<file path="config.mk">
export PLATFORM = sky130hd
export DESIGN_NAME = gcd_seq
export DESIGN_NICKNAME = d
export VERILOG_FILES = /design/src/rtl/gcd_seq.sv
export SDC_FILE = /design/constraint.sdc
export NUM_CORES = 1
export LEC_CHECK = 0
export BUFFER_PORTS_ARGS = -buffer_cell sky130_fd_sc_hd__buf_2
export CAP_MARGIN = 15
export CORE_ASPECT_RATIO = 0.8
export CORE_MARGIN = 2
export CORE_UTILIZATION = 45
export CTS_CLUSTER_SIZE = 30
export DETAILED_ROUTE_END_ITERATION = 10
export GPL_ROUTABILITY_DRIVEN = 0
export SLEW_MARGIN = 20
export SYNTH_ARGS = -nofsm -noshare
export SYNTH_HDL_FRONTEND = slang
export SYNTH_SLANG_ARGS = --single-unit
</file>
<file path="constraint.sdc">
create_clock -name clk -period 3.15 [get_ports clk]
set_input_delay 0.4725 -clock clk [delete_from_list [all_inputs] [get_ports clk]]
set_output_delay 0.4725 -clock clk [all_outputs]
set_load 0.02 [all_outputs]
</file>
<file path="src/rtl/gcd_seq.sv">
// gcd_seq: multi-cycle binary (Stein) GCD unit with a start/busy/done handshake.
// Define GCD_LCM_EN to add a restoring divider, a DIV state and the lcm output.
module gcd_seq #(
    parameter int WIDTH = 8,
    parameter int KW    = $clog2(WIDTH) + 1
) (
    input  logic               clk,
    input  logic               rst,
    input  logic               start,
    input  logic [WIDTH-1:0]   a,
    input  logic [WIDTH-1:0]   b,
    output logic               busy,
    output logic               done,
    output logic [WIDTH-1:0]   c
`ifdef GCD_LCM_EN
    ,
    output logic [2*WIDTH-1:0] lcm
`endif
);

    typedef enum logic [2:0] {
        S_IDLE,
        S_STRIP,
        S_LOOP,
`ifdef GCD_LCM_EN
        S_DIV,
`endif
        S_FIN
    } state_t;

    state_t           state_q, state_d;
    logic [WIDTH-1:0] x_q, x_d, y_q, y_d, c_q, c_d;
    logic [KW-1:0]    k_q, k_d;
    logic             done_q, done_d;
    logic [WIDTH-1:0] gcd_val;

    // Restore the common power of two stripped in STRIP.
    assign gcd_val = x_q << k_q;

`ifdef GCD_LCM_EN
    // Latched operands are only needed for the quotient and product.
    logic [WIDTH-1:0]   a_q, a_d, b_q, b_d;
    logic [WIDTH-1:0]   res_q, res_d, rem_q, rem_d, dq_q, dq_d, dq_next, rem_sub;
    logic [2*WIDTH-1:0] lcm_q, lcm_d;
    logic [WIDTH:0]     rem_sh;
    logic               q_bit;

    // dq holds the dividend and shifts quotient bits in from the right.
    assign rem_sh  = {rem_q, dq_q[WIDTH-1]};
    assign q_bit   = (rem_sh >= {1'b0, res_q});
    assign rem_sub = rem_sh[WIDTH-1:0] - res_q;
    assign dq_next = {dq_q[WIDTH-2:0], q_bit};
    assign lcm     = lcm_q;
`endif

    assign busy = (state_q != S_IDLE);
    assign done = done_q;
    assign c    = c_q;

    always_comb begin
        state_d = state_q;
        x_d     = x_q;
        y_d     = y_q;
        k_d     = k_q;
        c_d     = c_q;
        done_d  = 1'b0;
`ifdef GCD_LCM_EN
        a_d     = a_q;
        b_d     = b_q;
        res_d   = res_q;
        rem_d   = rem_q;
        dq_d    = dq_q;
        lcm_d   = lcm_q;
`endif
        case (state_q)
            S_IDLE: begin
                if (start) begin
                    x_d = a;
                    y_d = b;
                    k_d = '0;
`ifdef GCD_LCM_EN
                    a_d = a;
                    b_d = b;
`endif
                    if (a == '0 || b == '0) begin
                        state_d = S_FIN;
                        c_d     = a | b;
                        done_d  = 1'b1;
`ifdef GCD_LCM_EN
                        lcm_d   = '0;
`endif
                    end else begin
                        state_d = S_STRIP;
                    end
                end
            end
            S_STRIP: begin
                if (!x_q[0] && !y_q[0]) begin
                    x_d = x_q >> 1;
                    y_d = y_q >> 1;
                    k_d = k_q + KW'(1);
                end else begin
                    state_d = S_LOOP;
                end
            end
            S_LOOP: begin
                if (x_q == y_q) begin
`ifdef GCD_LCM_EN
                    res_d   = gcd_val;
                    rem_d   = '0;
                    dq_d    = a_q;
                    k_d     = '0;
                    state_d = S_DIV;
`else
                    c_d     = gcd_val;
                    done_d  = 1'b1;
                    state_d = S_FIN;
`endif
                end else if (!x_q[0]) begin
                    x_d = x_q >> 1;
                end else if (!y_q[0]) begin
                    y_d = y_q >> 1;
                end else if (x_q > y_q) begin
                    x_d = (x_q - y_q) >> 1;
                end else begin
                    y_d = (y_q - x_q) >> 1;
                end
            end
`ifdef GCD_LCM_EN
            S_DIV: begin
                // k is free once the result is formed; reuse it as the step count.
                dq_d  = dq_next;
                rem_d = q_bit ? rem_sub : rem_sh[WIDTH-1:0];
                k_d   = k_q + KW'(1);
                if (k_q == KW'(WIDTH - 1)) begin
                    state_d = S_FIN;
                    c_d     = res_q;
                    done_d  = 1'b1;
                    lcm_d   = {{WIDTH{1'b0}}, dq_next} * {{WIDTH{1'b0}}, b_q};
                end
            end
`endif
            S_FIN: begin
                state_d = S_IDLE;
            end
            default: begin
                state_d = S_IDLE;
            end
        endcase
    end

    always_ff @(posedge clk or posedge rst) begin
        if (rst) begin
            state_q <= S_IDLE;
            x_q     <= '0;
            y_q     <= '0;
            k_q     <= '0;
            c_q     <= '0;
            done_q  <= 1'b0;
`ifdef GCD_LCM_EN
            a_q     <= '0;
            b_q     <= '0;
            res_q   <= '0;
            rem_q   <= '0;
            dq_q    <= '0;
            lcm_q   <= '0;
`endif
        end else begin
            state_q <= state_d;
            x_q     <= x_d;
            y_q     <= y_d;
            k_q     <= k_d;
            c_q     <= c_d;
            done_q  <= done_d;
`ifdef GCD_LCM_EN
            a_q     <= a_d;
            b_q     <= b_d;
            res_q   <= res_d;
            rem_q   <= rem_d;
            dq_q    <= dq_d;
            lcm_q   <= lcm_d;
`endif
        end
    end

endmodule
</file>
# Word level (Yosys, flattened, before mapping)
# Index checks and enable logic that the tools add are counted.
# classes
magnitude_cmp	1
shift	1
muxes	30
eq_ne	13
n_bitwise	1
n_reduce_logical	18
add_sub_neg	3
# ops
cell	n
$mux W8	15
$pmux W8 S3	2
$logic_not A8 Y1	2
$pmux W8 S2	1
$sub A8 B8 Y8	2
$ne A2 B2 Y1 const B	7
$reduce_and A6 Y1	2
$mux W3	3
$ne A3 B3 Y1 const B	3
$pmux W3 S3	1
$eq A8 B8 Y1	1
$gt A8 B8 Y1	1
$mux W4	2
$or A8 B8 Y8	1
$pmux W4 S2	1
$reduce_and A4 Y1	2
$shl A8 B4 Y8	1
$reduce_and A3 Y1	2
$reduce_bool A3 Y1	2
$reduce_and A5 Y1	1
$add A4 B1 Y4 const B	1
$reduce_bool A2 Y1	2
$eq A3 B1 Y1 const B	1
$eq A3 B2 Y1 const B	1
other kinds (7)	10
# word_totals
ff_bits	32
input_bits	19
word_cells	75

# Logic depth before layout (Yosys ltp)
# Gate-level depths: netlist (run 1).
# logic_depth
word_depth	6
depth_mapped	11
mapped_depth_nobuf	9

# Least setup slack after synthesis (run 1)
# OpenSTA, ideal clock, no wires.
# synth_path
path_type	register to register
start	register x_q[0]
end	register x_q[4]
path_buffers	1
arrival_ns	2.599
setup_ns	0.088
setup_slack_ns	0.463
stages_incl_launch_ff	11
cell_sequence	dfrtp_1 -> buf_4 -> inv_1 -> ha_1 -> fa_1 -> nand2b_2 -> a211oi_4 -> nor3_4 -> a311oi_4 -> mux2_2 -> a41oi_1
# synth_via
elab_chain_len	6
word_cells_on_any_way	15
# synth_rtl
item	line	source
start: declaration	32	logic [WIDTH-1:0] x_q, x_d, y_q, y_d, c_q, c_d;
start signal: assignment	155	x_q <= '0;
start signal: assignment	170	x_q <= x_d;
$sub A8 B8 Y8	124	x_d = (x_q - y_q) >> 1;
$mux W8	123	end else if (x_q > y_q) begin
$mux W8	121	end else if (!y_q[0]) begin
$mux W8	119	end else if (!x_q[0]) begin
$mux W8	107	if (x_q == y_q) begin
$pmux W8 S3	75	case (state_q)
# Parallel ways exist; a longest one is shown, timed or not. The select of a mux whose other input is x is not followed.
# A chain may end at the register's enable or synchronous reset.

# Worst setup path in the final report (run 1)
# layout_path
start	register x_q[1]
end	register x_q[4]
# Same word-level chain as after synthesis.

==> flow_metrics.tcl, run 1 <==
set metrics [dict create \
    status "complete, no violations" \
    cp.arrival_ns 3.06 \
    tightest_slew_ns 1.032 \
    fin_nets 414 \
    fmax_ghz 0.3503 \
    diodes 0 \
    core_area_um2 6376 \
    drc 0 \
    gr-total-overflow 0 \
    synth.most_common_cell "nand2_1" \
    required_ns 3.36 \
    slew_headroom_pct 31.18 \
    netlist.area_leader.share_pct 26.33 \
    cts_setup_buffers 0 \
    area_growth_pct 10.53 \
    grt_pass1_wl_mm 13.42 \
    post-dp-hpwl_mm 6.433 \
    post_synth.cell_area_avg_um2 8.591 \
    vias_per_cell 6.020 \
    io_pins 29 \
    wl_mm 8.263 \
    maxSlewViolCount 0 \
    rsz0062_at_grt "no" \
    top_layer_used "met4" \
    synth_area_leaders "dfrtp_1, ha_1, nand2_1" \
    hold_violations 0 \
    syn-num-nets 386 \
    grt_max_degree 34 \
    start_util_pct 46.21 \
    wl_per_cell_um 18.12 \
    worst-r2r-setup-slack_ns 0.30 \
    min_path_type "in -> async" \
    synth_area_leader_cell "dfrtp_1" \
    worst_r2r_endpoint "x_q[4]$_DFFE_PP0P_" \
    grt_pass1_vias 2544 \
    die_area_um2 7215 \
    synth_cells 343 \
    synth_edf_count 0 \
    cp-endpoint "x_q[4]$_DFFE_PP0P_" \
    track_usage_pct 24.13 \
    holdWs_ns 0.2634 \
    drv_cap 0 \
    ys_seq_elements 31 \
    drt-pass1-iter-count 5 \
    dieHeight_um 76.38 \
    wl_met2_mm 3.597 \
    async_flop_share_pct 100.0 \
    ys.flop_type "dfrtp_1" \
    antenna_found_initial 0 \
    ant_nets 0 \
    m1WireLength_mm 3.983 \
    die_w_um 94.47 \
    holdBufCountCts 0 \
    yosysSeqAreaShare_pct 26.33 \
    cp_max_fo 7 \
    clock_latency_ns 0.29 \
    fin_cells 456 \
    cts_buffers 5 \
    layout_min_cycle_time_ns 2.855 \
    cts.sinks 31 \
    criticalPathCategory "reg -> reg" \
    reg2reg_depth 8 \
    row_count 26 \
    dp.cells 448 \
    r2r_start "x_q[1]$_DFFE_PP0P_" \
    fin_tns_setup_ns 0 \
    drive_gt1_share_pct 21.77 \
    cts_root_buffer "clkbuf_8" \
    vias 2745 \
    end_kind "flip-flop" \
    synth_cell_types 71 \
    critPathLaunch "x_q[1]$_DFFE_PP0P_" \
    cts_buffer_depth 2 \
    yosys_warnings 0 \
    skew_ns 0.007835 \
    utilization_pct 51.08 \
    setup_viol 0 \
    cts_max_level 2 \
    ctsResizeCount 0 \
    yosys-top-cells-count "nand2_1, dfrtp_1, nor2_1" \
    io_buffers 28 \
    drtIter0Drc 205 \
    cts_tree "yes" \
    finalCritPeriodShare_pct 90.62 \
    startpoint_type "flip-flop" \
    synthesis.area_um2 2947 \
    clk_pin_slew_ns 0.07 \
    met3_length_um 537 \
]
-- critical path, stage by stage, from the launching register on --
cell,delay [ns]
dfrtp_1,0.50
inv_1,0.18
fa_1,0.46
nand2b_2,0.23
a211oi_4,0.28
nor3_4,0.10
a311oi_4,0.47
mux2_2,0.39
a41oi_1,0.15
-- kinds of logic after synthesis --
group / after synthesis / synth area share, %
simple gates: 114 / 19.92
compound gates: 107 / 26.07
buf+inv: 44 / 7.771
flops: 31 / 26.33
fa+ha+maj: 24 / 10.70
mux: 16 / 7.134
xor+xnor: 7 / 2.081
-- per-layer routing --
metal	up-vias	global-route usage [%]
met5	-	0
met4	0	7.246
met3	13	4.550
met2	112	34.36
met1	1312	36.84
li1	1308	-
-- layout make-up --
cell class / count / area (um^2)
Sequential cell: 31 / 775.7
Clock buffer: 6 / 82.58
Multi-Input combinational cell: 268 / 1942
Timing Repair Buffer: 38 / 215.2
Fill cell: 647 / 3119
Inverter: 27 / 101.3
Clock inverter: 2 / 35.03
Tap cell: 84 / 105.1
-- registers in the layout (all words and copies together), names as in the netlist --
register,cells
c,8
x_q,8
y_q,8
k_q,4
state_q,2
done,1
-- worst min-delay path by stage --
stage | startpoint | endpoint | slack [ns]
global route | rst | c[6]$_DFFE_PP0P_ | 0.30
detailed placement | c[3]$_DFFE_PP0P_ | c[3]$_DFFE_PP0P_ | 0.49
finish | rst | c[6]$_DFFE_PP0P_ | 0.26
floorplan | y_q[7]$_DFFE_PP0P_ | y_q[7]$_DFFE_PP0P_ | 0.49
global placement | c[0]$_DFFE_PP0P_ | c[0]$_DFFE_PP0P_ | 0.49
CTS | rst | c[6]$_DFFE_PP0P_ | 0.28
-- cell usage in the layout, fill, tap and decap left out, types with 7 or more instances in the layout --
master / instances
buf_2: 28
nand2_1: 40
o22ai_1: 7
a21oi_1: 18
o21ai_0: 24
o221ai_1: 7
mux2_2: 9
inv_1: 27
buf_4: 10
dfrtp_1: 31
nor2_1: 28
ha_1: 22
-- stage by stage --
stage | worst slack (ns) | cell area [um^2]
6_report | 0.2955 | 3257
5_1_grt | 0.07256 | 3257
3_5_place_dp | 0.3569 | 3139
3_3_place_gp | 0.4521 | 3139
2_1_floorplan | 0.4627 | 2947
4_1_cts | 0.3328 | 3257
Power of run 1 is left out: the tool's default activity adds up to more than one toggle a clock period on the data nets, which glitch-free logic cannot reach.
==> run 2: changes to the inputs <==
Settings changed: CORE_MARGIN 2 to not set.
==> run 2 against run 1 <==
Cell count down 0.44%. Sequential share of layout area hardly changed. Global-route usage grew 2.5 points. Via count rose by 1.1%. Count of clock-buffer cells in the layout is the same. Non-clock buffer count grew 1. Critical path type unchanged.
==> flow_metrics.tcl, run 2 (synthesis gave the netlist of run 1 again) <==
set metrics [dict create \
    holdBufCountCts 0 \
    wl_per_cell_um 18.76 \
    tightest_slew_ns 1.059 \
    end_kind "flip-flop" \
    row_count 25 \
    drive_gt1_share_pct 21.98 \
    io_buffers 28 \
    dieHeight_um 74.38 \
    setup_viol 0 \
    post-dp-hpwl_mm 6.570 \
    cts_buffer_depth 2 \
    track_usage_pct 26.60 \
    fmax_ghz 0.3588 \
    cts_tree "yes" \
    vias 2774 \
    die_area_um2 6877 \
    met3_length_um 609 \
    cts_setup_buffers 0 \
    clk_pin_slew_ns 0.08 \
    grt_pass1_wl_mm 13.92 \
    min_path_type "in -> async" \
    hold_violations 0 \
    ant_nets 0 \
    vias_per_cell 6.110 \
    layout_commonest_cell "nand2_1" \
    wl_met2_mm 3.662 \
    drv_cap 0 \
    cts.sinks 31 \
    drt-pass1-iter-count 5 \
    critical_path.max_stage_delay_ns 0.48 \
    layout_min_cycle_time_ns 2.787 \
    fin_tns_setup_ns 0 \
    cp_max_fo 6 \
    cts_root_buffer "clkbuf_8" \
    layout_common_cells "nand2_1, dfrtp_1, nor2_1, buf_2, inv_1" \
    criticalPathCategory "reg -> reg" \
    die_w_um 92.47 \
    status "complete, no violations" \
    antenna_found_initial 0 \
    gr-total-overflow 0 \
    startpoint_type "flip-flop" \
    holdWs_ns 0.2605 \
    slew_headroom_pct 29.38 \
    start_util_pct 48.31 \
    drc 0 \
    ctsResizeCount 0 \
    core_area_um2 6100 \
    diodes 0 \
    io_pins 29 \
    utilization_pct 53.46 \
    cts_buffers 5 \
    cp.arrival_ns 3.00 \
    clock_latency_ns 0.30 \
    grt_max_degree 34 \
    required_ns 3.37 \
    cts_max_level 2 \
    wl_mm 8.519 \
    maxSlewViolCount 0 \
    m1WireLength_mm 4.107 \
    skew_ns 0.01318 \
    area_growth_pct 10.66 \
    grt_pass1_vias 2605 \
    fin_nets 415 \
    drtIter0Drc 238 \
    cp_slowest_cell "dfrtp_1" \
    top_layer_used "met4" \
    rsz0062_at_grt "no" \
    finalCritPeriodShare_pct 88.47 \
    critical_path.cell_chain "inv_1 > fa_1 > nand2b_2 > a211oi_4 > nor3_4 > a311oi_4 > mux2_2 > a41oi_1" \
]
run 2: area by class of cell:
cell class                      count  area (um^2)
Sequential cell                    31        775.7
Fill cell                         598         2839
Inverter                           27        101.3
Clock inverter                      2        35.03
Tap cell                           81        101.3
Clock buffer                        6        82.58
Timing Repair Buffer               39        222.7
Multi-Input combinational cell    268         1942
run 2: routing by layer:
metal,vias up,GRT usage (%)
li1,1315,-
met1,1321,39.53
met2,125,40.00
met3,13,4.908
met4,0,6.076
met5,-,0
run 2: worst max-delay path: cells and delay by family, from the launching register on:
kind	cells	cell delay, ns
adders and majority gates	1	0.46
AOI/OAI and AO/OA	3	0.87
muxes	1	0.38
DFF	1	0.48
and+or+nand+nor	2	0.35
buffers and inverters	1	0.17
run 2: path summary, 6_finish.rpt:
path                                    startpoint                 end  slack (ns)  depth (start not counted)
max in group asynchronous                      rst  x_q[0]$_DFFE_PP0P_        2.56                          3
min in group clk                              a[7]  x_q[7]$_DFFE_PP0P_        0.48                          3
worst min register to register    c[5]$_DFFE_PP0P_    c[5]$_DFFE_PP0P_        0.51                          1
worst max-delay path            x_q[1]$_DFFE_PP0P_  x_q[4]$_DFFE_PP0P_        0.36                          8
worst max register to register  x_q[1]$_DFFE_PP0P_  x_q[4]$_DFFE_PP0P_        0.36                          8
worst min-delay path                           rst  x_q[3]$_DFFE_PP0P_        0.26                          3
run 2: metrics by stage:
step                      cells  instance area (um^2)  setup slack, ns
after detailed placement    446                  3143           0.3747
after global routing        454                  3261           0.2327
final                       454                  3261           0.3632
after global placement      446                  3143           0.4494
after floorplan             343                  2947           0.4627
after CTS                   454                  3261           0.3690
Power of run 2 is left out for the same reason.
==> run 3: changes to the inputs <==
Clock period 3.15 ns to 3.3 ns, I/O delays scaled along.
==> run 3 against run 2 <==
Wire length down 0.45%. Clock skew up 0.00075 ns. Global-route usage increased by 0.61 points. Largest cell class unchanged. Count of clock-buffer cells in the layout stayed put.
==> flow_metrics.tcl, run 3 (synthesis gave the netlist of run 1 again) <==
set metrics [dict create \
    place_ws_ns 0.4561 \
    cts_setup_buffers 0 \
    rsz0062_at_grt "no" \
    cts_tree "yes" \
    drtIter0Drc 234 \
    diodes 0 \
    layout_common_cells "nand2_1, dfrtp_1, nor2_1, buf_2, inv_1" \
    slew_headroom_pct 30.77 \
    clock_latency_ns 0.30 \
    cp_max_fo 10 \
    fin_tns_setup_ns 0 \
    cts.sinks 31 \
    layout_min_cycle_time_ns 2.851 \
    finalCritPeriodShare_pct 86.38 \
    clk_pin_slew_ns 0.08 \
    maxSlewViolCount 0 \
    drv_cap 0 \
    antenna_found_initial 0 \
    start_util_pct 48.31 \
    end_kind "flip-flop" \
    gr-total-overflow 0 \
    vias_per_cell 6.118 \
    min_path_type "in -> async" \
    fin_cells 451 \
    grt_pass1_wl_mm 14.25 \
    fin_ws_ns 0.4493 \
    layout_commonest_cell "nand2_1" \
    tightest_slew_ns 1.038 \
    grt_pass1_vias 2711 \
    fmax_ghz 0.3508 \
    drive_gt1_share_pct 21.35 \
    critical_path.max_stage_delay_ns 0.54 \
    vias 2759 \
    grt_max_degree 34 \
    status "complete, no violations" \
    cts_max_level 2 \
    die_w_um 92.47 \
    cp.arrival_ns 3.07 \
    cp_slowest_cell "ha_1" \
    critical_path.cell_chain "inv_1 > ha_1 > nand2_1 > a21oi_1 > nor3_4 > a311oi_4 > mux2_2 > a41oi_1" \
    criticalPathCategory "reg -> reg" \
    skew_ns 0.01392 \
    post-dp-hpwl_mm 6.535 \
    wl_mm 8.481 \
    required_ns 3.52 \
    ant_nets 0 \
    track_usage_pct 27.21 \
    holdBufCountCts 0 \
    io_pins 29 \
    drc 0 \
    dieHeight_um 74.38 \
    die_area_um2 6877 \
    core_area_um2 6100 \
    dp.cells 444 \
    setup_viol 0 \
    wl_per_cell_um 18.80 \
    ctsResizeCount 0 \
    cts_root_buffer "clkbuf_8" \
    hold_violations 0 \
    startpoint_type "flip-flop" \
    drt-pass1-iter-count 6 \
    cts_buffer_depth 2 \
    fin_nets 413 \
    row_count 25 \
    io_buffers 28 \
    cts_buffers 5 \
    area_growth_pct 9.129 \
]
==> run 3: layout make-up <==
| cell class | count | area (um^2) |
|---|---|---|
| clock buffer | 6 | 82.58 |
| tap | 81 | 101.3 |
| sequential | 31 | 775.7 |
| multi-input combinational | 268 | 1942 |
| fill | 597 | 2884 |
| inverter | 27 | 101.3 |
| clock inverter | 1 | 5.005 |
| timing repair buffer | 37 | 207.7 |
==> run 3: critical path: cells and delay by family, from the launching register on <==
family | cells | cell delay [ns]
AOI/OAI and AO/OA | 3 | 1.05
DFF | 1 | 0.46
buffers and inverters | 1 | 0.10
muxes | 1 | 0.38
adders and majority gates | 1 | 0.54
and+or+nand+nor | 2 | 0.24
==> run 3: stage by stage <==
stage	hold slack, ns	utilization [%]	cell area [um^2]
global route	0.3250	52.72	3216
detailed placement	0.4909	51.28	3128
floorplan	0.4914	-	2947
finish	0.2787	52.72	3216
global placement	0.4868	51.28	3128
CTS	0.2989	52.72	3216
==> run 3: final timing paths <==
| kind | startpoint | endpoint | slack, ns | cells after the start |
|---|---|---|---|---|
| max in group asynchronous | rst | x_q[0]$_DFFE_PP0P_ | 2.69 | 3 |
| max | x_q[5]$_DFFE_PP0P_ | x_q[4]$_DFFE_PP0P_ | 0.45 | 8 |
| min in group clk | c[4]$_DFFE_PP0P_ | c[4]$_DFFE_PP0P_ | 0.50 | 1 |
| min reg2reg | c[4]$_DFFE_PP0P_ | c[4]$_DFFE_PP0P_ | 0.50 | 1 |
| min | rst | c[1]$_DFFE_PP0P_ | 0.28 | 3 |
| max reg2reg | x_q[5]$_DFFE_PP0P_ | x_q[4]$_DFFE_PP0P_ | 0.45 | 8 |
==> run 3: metal layers <==
metal	track usage, %	wire length [um]	up-vias
met5	0	0	-
met1	39.24	3990	1331
met3	4.703	693	13
met2	42.22	3658	109
li1	-	-	1306
met4	7.465	138	0
Power of run 3 is left out for the same reason.
